[config.mk]
export PLATFORM = sky130hd
export DESIGN_NAME = updown_counter_sched
export DESIGN_NICKNAME = d
export VERILOG_FILES = /design/src/rtl/updown_counter_sched_pkg.sv /design/src/rtl/updown_counter_sched_rr_arb2.sv /design/src/rtl/updown_counter_sched.sv
export SDC_FILE = /design/constraint.sdc
export NUM_CORES = 1
export LEC_CHECK = 0
export CAP_MARGIN = 20
export CORE_MARGIN = 5
export CORE_UTILIZATION = 45
export CTS_CLUSTER_SIZE = 16
export DETAILED_ROUTE_END_ITERATION = 7
export DONT_BUFFER_PORTS = 1
export HOLD_SLACK_MARGIN = 0.06
export PLACE_DENSITY_LB_ADDON = 0.08
export SKIP_CTS_REPAIR_TIMING = 1
export SYNTH_ARGS = -nofsm -noshare
export SYNTH_HDL_FRONTEND = slang
export SYNTH_SLANG_ARGS = --single-unit
[constraint.sdc]
create_clock -name clk -period 3.6 [get_ports clk]
set_input_delay 1.08 -clock clk [delete_from_list [all_inputs] [get_ports clk]]
set_output_delay 1.08 -clock clk [all_outputs]
set_load 0.03 [all_outputs]
[src/rtl/updown_counter_sched_pkg.sv]
// Shared op codes, FSM states and a small decode helper for the
// up/down counter command scheduler.
package updown_counter_sched_pkg;

  typedef enum logic [1:0] {
    OP_NOP  = 2'b00,
    OP_UP   = 2'b01,
    OP_DOWN = 2'b10,
    OP_LOAD = 2'b11
  } op_e;

  typedef enum logic [1:0] {
    S_IDLE  = 2'b00,
    S_GRANT = 2'b01,
    S_RUN   = 2'b10,
    S_DONE  = 2'b11
  } state_e;

  function automatic logic is_step_op(input op_e op);
    return (op == OP_UP) || (op == OP_DOWN);
  endfunction

endpackage

[src/rtl/updown_counter_sched_rr_arb2.sv]
// Two-way round-robin arbiter: a lone requester wins outright, and on a
// tie the requester that was not served last wins.
module rr_arb2
  import updown_counter_sched_pkg::*;
(
  input  logic [1:0] req,
  input  logic       last,
  output logic [1:0] gnt
);

  always_comb begin
    gnt = 2'b00;
    case (req)
      2'b01:   gnt = 2'b01;
      2'b10:   gnt = 2'b10;
      2'b11:   gnt = last ? 2'b01 : 2'b10;
      default: gnt = 2'b00;
    endcase
  end

endmodule

[src/rtl/updown_counter_sched.sv]
// Schedules commands from two requesters onto one shared up/down counter,
// driving its enable/direction/load controls from registered outputs.
module updown_counter_sched
  import updown_counter_sched_pkg::*;
#(
  parameter int CNT_W  = 2,
  parameter int STEP_W = 4
) (
  input  logic              clk,
  input  logic              rst_n,
  input  logic              req0,
  input  logic [1:0]        op0,
  input  logic [STEP_W-1:0] arg0,
  input  logic              req1,
  input  logic [1:0]        op1,
  input  logic [STEP_W-1:0] arg1,
  output logic              ack0,
  output logic              ack1,
  output logic              done0,
  output logic              done1,
  output logic              busy,
  output logic              cnt_en,
  output logic              cnt_ud,
  output logic              cnt_load,
  output logic [CNT_W-1:0]  cnt_din,
  input  logic [CNT_W-1:0]  cnt_q
);

  state_e            state_q, state_d;
  op_e               op_q, op_d;
  logic [STEP_W-1:0] arg_q, arg_d;
  logic [STEP_W-1:0] steps_q, steps_d;
  logic              owner_q, owner_d;
  logic              last_q, last_d;
  logic [1:0]        gnt;
  logic              run_step, run_load;
  logic              unused_q;

  // The counter value is only observed by the requesters, never used here.
  assign unused_q = ^cnt_q;

  rr_arb2 u_arb (
    .req  ({req1, req0}),
    .last (last_q),
    .gnt  (gnt)
  );

  always_ff @(posedge clk or negedge rst_n) begin
    if (!rst_n) begin
      state_q <= S_IDLE;
      op_q    <= OP_NOP;
      arg_q   <= '0;
      steps_q <= '0;
      owner_q <= 1'b0;
      last_q  <= 1'b1;
    end else begin
      state_q <= state_d;
      op_q    <= op_d;
      arg_q   <= arg_d;
      steps_q <= steps_d;
      owner_q <= owner_d;
      last_q  <= last_d;
    end
  end

  always_comb begin
    state_d = state_q;
    op_d    = op_q;
    arg_d   = arg_q;
    steps_d = steps_q;
    owner_d = owner_q;
    last_d  = last_q;
    case (state_q)
      S_IDLE: begin
        if (|gnt) begin
          owner_d = gnt[1];
          op_d    = gnt[1] ? op_e'(op1) : op_e'(op0);
          arg_d   = gnt[1] ? arg1 : arg0;
          state_d = S_GRANT;
        end
      end
      S_GRANT: begin
        last_d = owner_q;
        if (op_q == OP_NOP || (is_step_op(op_q) && arg_q == '0)) begin
          state_d = S_DONE;
        end else begin
          state_d = S_RUN;
          steps_d = is_step_op(op_q) ? arg_q : STEP_W'(1);
        end
      end
      S_RUN: begin
        steps_d = steps_q - STEP_W'(1);
        if (steps_q == STEP_W'(1)) state_d = S_DONE;
      end
      S_DONE: state_d = S_IDLE;
      default: state_d = S_IDLE;
    endcase
  end

  assign run_step = (state_d == S_RUN) && is_step_op(op_d);
  assign run_load = (state_d == S_RUN) && (op_d == OP_LOAD);

  // Outputs are registered from the next-state decode so they line up with
  // the state they describe; direction and load value hold between uses.
  always_ff @(posedge clk or negedge rst_n) begin
    if (!rst_n) begin
      ack0     <= 1'b0;
      ack1     <= 1'b0;
      done0    <= 1'b0;
      done1    <= 1'b0;
      busy     <= 1'b0;
      cnt_en   <= 1'b0;
      cnt_ud   <= 1'b0;
      cnt_load <= 1'b0;
      cnt_din  <= '0;
    end else begin
      ack0     <= (state_d == S_GRANT) && !owner_d;
      ack1     <= (state_d == S_GRANT) &&  owner_d;
      done0    <= (state_d == S_DONE)  && !owner_d;
      done1    <= (state_d == S_DONE)  &&  owner_d;
      busy     <= (state_d != S_IDLE);
      cnt_en   <= run_step;
      cnt_load <= run_load;
      if (run_step) cnt_ud <= (op_d == OP_UP);
      if (run_load) cnt_din <= arg_d[CNT_W-1:0];
    end
  end

endmodule
Yosys cells after proc, flatten, opt, wreduce, memory -nomap -nowiden
Index checks and enable logic that the tools add are counted.
{ "op_classes": {"n_eq_ne": 16, "order_cmp": 0, "n_bitwise": 0, "add_sub_neg": 1, "muxes": 17, "n_mul": 0, "reduce_logical": 19, "div": 0, "shifts": 0} }
{ "op_table": {"columns": ["operator", "count"], "rows": [
  ["equality test 2 bit, second input constant", 9],
  ["2-to-1 mux 2 bit", 8],
  ["2-to-1 mux 4 bit", 3],
  ["equality test 2 x 1 -> 1 bit, second input constant", 5],
  ["case mux 2 bit (4 select lines)", 1],
  ["case mux 4 bit (2 select lines)", 1],
  ["logical AND 1 bit", 7],
  ["case mux 2 bit (3 select lines)", 1],
  ["equality test 4 x 1 -> 1 bit, second input constant", 1],
  ["logical NOT 2 bit", 2],
  ["logical NOT 4 bit", 1],
  ["AND reduction 2 bit", 2],
  ["nonzero test 2 bit", 2],
  ["subtractor 4 x 1 -> 4 bit, second input constant", 1],
  ["logical OR 1 bit", 3],
  ["2-to-1 mux 1 bit", 3],
  ["!= test 2 bit, second input constant", 1],
  ["OR reduction 2 bit", 1],
  ["logical NOT 1 bit", 1]
]} }
{ "totals": {"regBits": 24, "input_bits": 18, "ramBits": 0, "latch_bits": 0, "mem_count": 0, "romBits": 0, "out_inout_bits": 10, "word_cells": 69} }

Depth between registers and ports, before layout
{ "depth": {"depth_word": 8, "ltp_mapped": 11, "depth_no_buf": 10} }

Hierarchy
A second synthesis with hierarchy kept.
{ "unflattened": {"cells_unflattened": 120, "area_unflattened_um2": 1333.8} }
{ "modules_own_cells": {"columns": ["module", "cells_per_inst", "area_per_inst_um2", "instances", "seq_area_each_um2"], "rows": [
  ["updown_counter_sched", 117, 1315.0, 1, 601.8],
  ["rr_arb2", 3, 18.8, 1, 0.0]
]} }

Worst setup path after synthesis
No wires, ideal clock.
{ "synth_timing": {"kind": "input -> register", "from": "input req1", "to": "register cnt_ud", "arrival_ns": 3.079, "stages": 7, "setup_time_ns": 0.125, "t_required_ns": 3.475, "setup_slack_ns": 0.396, "n_path_buf": 0, "cell_sequence": "a21boi_2 mux2i_1 o21ai_0 ha_1 or3b_2 o31ai_4 mux2_2"} }
{ "synth_between": {"elab_chain_len": 8, "elab_cells_between_ends": 15, "cone_classes": "eq/ne: 6; mux: 6; reduce/logical: 3"} }
{ "synth_rtl": {"columns": ["item", "line", "rtl"], "rows": [
  ["start: declaration", "updown_counter_sched.sv:14", "input logic req1,"],
  ["equality test 2 bit / equality test 2 x 1 -> 1 bit (equally long branches)", "updown_counter_sched_rr_arb2.sv:13", "case (req)"],
  ["case mux 2 bit (3 select lines) (*)", "updown_counter_sched_rr_arb2.sv:13", null],
  ["2-to-1 mux 2 bit / OR reduction 2 bit (equally long branches)", "updown_counter_sched.sv:77, updown_counter_sched.sv:75", null],
  ["2-to-1 mux 2 bit (*)", "updown_counter_sched.sv:75", "if (|gnt) begin"],
  ["2-to-1 mux 2 bit (*)", "updown_counter_sched.sv:73", "case (state_q)"],
  ["via op_d[0]", "updown_counter_sched.sv:30", "op_e op_q, op_d;"],
  ["equality test 2 x 1 -> 1 bit / equality test 2 bit (equally long branches)", "updown_counter_sched_pkg.sv:20", "return (op == OP_UP) || (op == OP_DOWN);"],
  ["logical OR 1 bit (*)", "updown_counter_sched_pkg.sv:20", null],
  ["logical AND 1 bit (*)", "updown_counter_sched.sv:100", "assign run_step = (state_d == S_RUN) && is_step_op(op_d);"],
  ["via run_step", "updown_counter_sched.sv:36", "logic run_step, run_load;"],
  ["end signal: assignment", "updown_counter_sched.sv:124", "if (run_step) cnt_ud <= (op_d == OP_UP);"],
  ["end: declaration", "updown_counter_sched.sv:23", "output logic cnt_ud,"]
]} }
The timed path passes the listed nets; every way through them passes the cells marked *.
A chain may end at the register's enable or synchronous reset.

Worst setup path after layout
Same ends and word-level chain as after synthesis.

==> metrics.txt <==
CP startpoint req1; global-route wire length before repair 4.533 mm; layout cells sized above 1 17.21%; Final HPWL DP 1.934 mm; Slew Viols, Final 0; clock net sink count 24; cell area after synthesis 1326 sq um; Int Pwr 0.7515 mW; Slew HR 61.11%; P&R area growth vs syn 5.000%; diode count 0; # rows 19; EDFF count, synth 0; Tot GR Track Use 13.86%; Sw Share 44.07%; #FFs+latches synth 24; critical path endpoint cnt_ud; P_sw 0.5921 mW; drt total wl 2.490 mm; Worst EP required 3.82 ns; largest net degree at the start of global routing 25; clock root cell clkbuf_4; vias per cell 5.719; peak supply drop 0.0005093 V; clock-pin slew on the worst setup and hold paths 0.13 ns; Post-DRT Antenna Nets 0; Port Buffers 0; synth warn 0; CTS Buf Count 3; Hold Fails Final Rpt 0; NumNets Final 150; Flop pwr share 41.1%; Logic pwr share 48.3%; worst setup path class input port to flip-flop; Die H 64.29 um; synth unique cells 37; Worst R2R Setup Slack 0.82 ns; flip-flop and latch area 601.8 sq um; total power 1.344 mW; Hold Path Class input port to asynchronous set/reset pin; crit path time final 2.844 ns; pwr/cell area 964.8 nW/um^2; clock share of power 10.6%; fraction of registers with async set/reset 100.0%; H-tree levels 1; status finished, final reports clean; footprint of the multi-input gates 659.4 sq um; gate count after technology mapping 120; Starting Density 47.68%; DRT Pass-1 Iters 4; initial drt markers 19; RSZ-0062 raised after global routing false; Layout fillers 273; Mean Syn Cell Area 11.05 sq um; RR Endpoint cnt_ud; crit start category input port; Seq/Total Area, Yosys 45.38%; initial antenna violation count 0; Worst Setup End Kind flip-flop; Syn Nets 147; Max Fclk 351.6 MHz; actual slew at the worst max-slew pin 0.5798 ns; routed vias 875; Die X 64.29 um; Worst Skew 0.009025 ns; I/O pins 28; Static Leakage 0.6325 nW; Placed Area 1356 sq um; total core area 2781 sq um; Fin Hold WS 0.4312 ns; Residual DRC 0; routed length per instance 16.27 um; reg2reg path depth 9; Layout Utilization 50.07%; clock buffer depth 2; crit path DAT 3.07 ns; routability congestion estimate 0.8319; setup violators final 0; die area 4133 sq um; insertion delay to the later sink of the worst-skew pair 0.32 ns; Main synth FF type dfrtp_1; CTS tree yes; Max FO, Critical Path 3; final critical-path share of the clock period 79.00%; vias in the first global route 945; Max-Cap Viols 0; reg2reg start state_q[0]; fin area 1393 sq um; total gr overflow 0; setup_tns 0 ns
[synthesized netlist by cell type, drive strengths merged, types with 2 or more instances]
cell | number | area, sq um
a22oi | 2 | 15.01
o31ai | 3 | 55.05
mux2 | 4 | 45.04
mux2i | 6 | 60.06
a221o | 2 | 20.02
nand2 | 12 | 45.04
or2 | 2 | 12.52
a21oi | 2 | 10.01
nand2b | 2 | 12.51
ha | 9 | 112.6
clkbuf | 3 | 12.51
o21ai | 8 | 40.04
or3b | 2 | 17.52
dfrtp | 23 | 575.6
nand3b | 2 | 15.01
o211ai | 3 | 22.52
nor3 | 3 | 15.01
nor2 | 2 | 7.510
and3 | 2 | 12.51
nand4b | 2 | 17.52
nor3b | 3 | 22.52
inv | 11 | 41.29
[power by group through the flow]
stage	Clock (mW)	Combinational [mW]	Sequential, mW
finish	0.143	0.649	0.552
global route	0.164	0.739	0.572
CTS	0.147	0.657	0.556
detailed placement	0	0.655	0.562
global placement	0	0.634	0.559
floorplan	0	0.545	0.534
[registers in the layout, summed over array words and instances, names as in the netlist]
name,count
arg_q,4
owner_q,1
cnt_ud,1
ack0,1
cnt_en,1
done1,1
cnt_load,1
last_q,1
steps_q,4
op_q,2
state_q,2
ack1,1
cnt_din,2
done0,1
busy,1
[worst max-delay path: stages]
cell,delay (ns)
a21boi_2,0.24
mux2i_1,0.11
o21ai_0,0.30
ha_1,0.30
or3b_2,0.47
o31ai_4,0.21
mux2_2,0.35
[worst min-delay path by stage]
stage,startpoint,endpoint,slack (ns),cells past startpoint
2_1_floorplan,owner_q,last_q,0.48,1
3_3_place_gp,owner_q,last_q,0.51,1
3_5_place_dp,owner_q,last_q,0.52,1
4_1_cts,rst_n,steps_q[0],0.42,0
5_1_grt,rst_n,steps_q[2],0.40,0
6_report,rst_n,cnt_din[1],0.43,0
[metrics by stage]
| step | cells | worst slack (ns) |
|---|---|---|
| floorplan | 120 | 0.3960 |
| global placement | 149 | 0.4294 |
| detailed placement | 149 | 0.3879 |
| CTS | 153 | 0.7428 |
| global route | 153 | 0.6340 |
| finish | 153 | 0.7560 |
[cell type report]
class | count | area share [%]
timing repair buffer | 2 | 1.078
sequential | 24 | 43.22
inverter | 11 | 2.965
clock buffer | 4 | 2.606
tap | 31 | 2.785
multi-input combinational | 81 | 47.35
[kinds of logic (layout without fill, tap and decap cells)]
| group | after synthesis | count (layout) | synth area share [%] |
|---|---|---|---|
| buf+inv | 15 | 17 | 4.905 |
| simple gates | 36 | 36 | 16.79 |
| flops | 24 | 24 | 45.38 |
| fa+ha+maj | 9 | 9 | 8.491 |
| mux | 10 | 10 | 7.924 |
| compound gates | 26 | 26 | 16.51 |
[cells in the final DEF, fill, tap and decap left out, drive strengths merged, types with 4 or more instances in the layout]
cell type  Yosys  routed
dfrtp         23      23
o21ai          8       8
mux2           4       4
clkbuf         3       4
ha             9       9
inv           11      11
nand2         12      12
mux2i          6       6
[per-layer routing]
layer / part of all wire [%] / up-vias / track usage, %
met4: 2.0 / 0 / 6.107
met5: 0 / - / 0
met1: 47 / 426 / 17.92
li1: - / 433 / -
met3: 3.4 / 5 / 3.327
met2: 48 / 11 / 21.89
No activity file was read; power rests on OpenSTA's default activity.
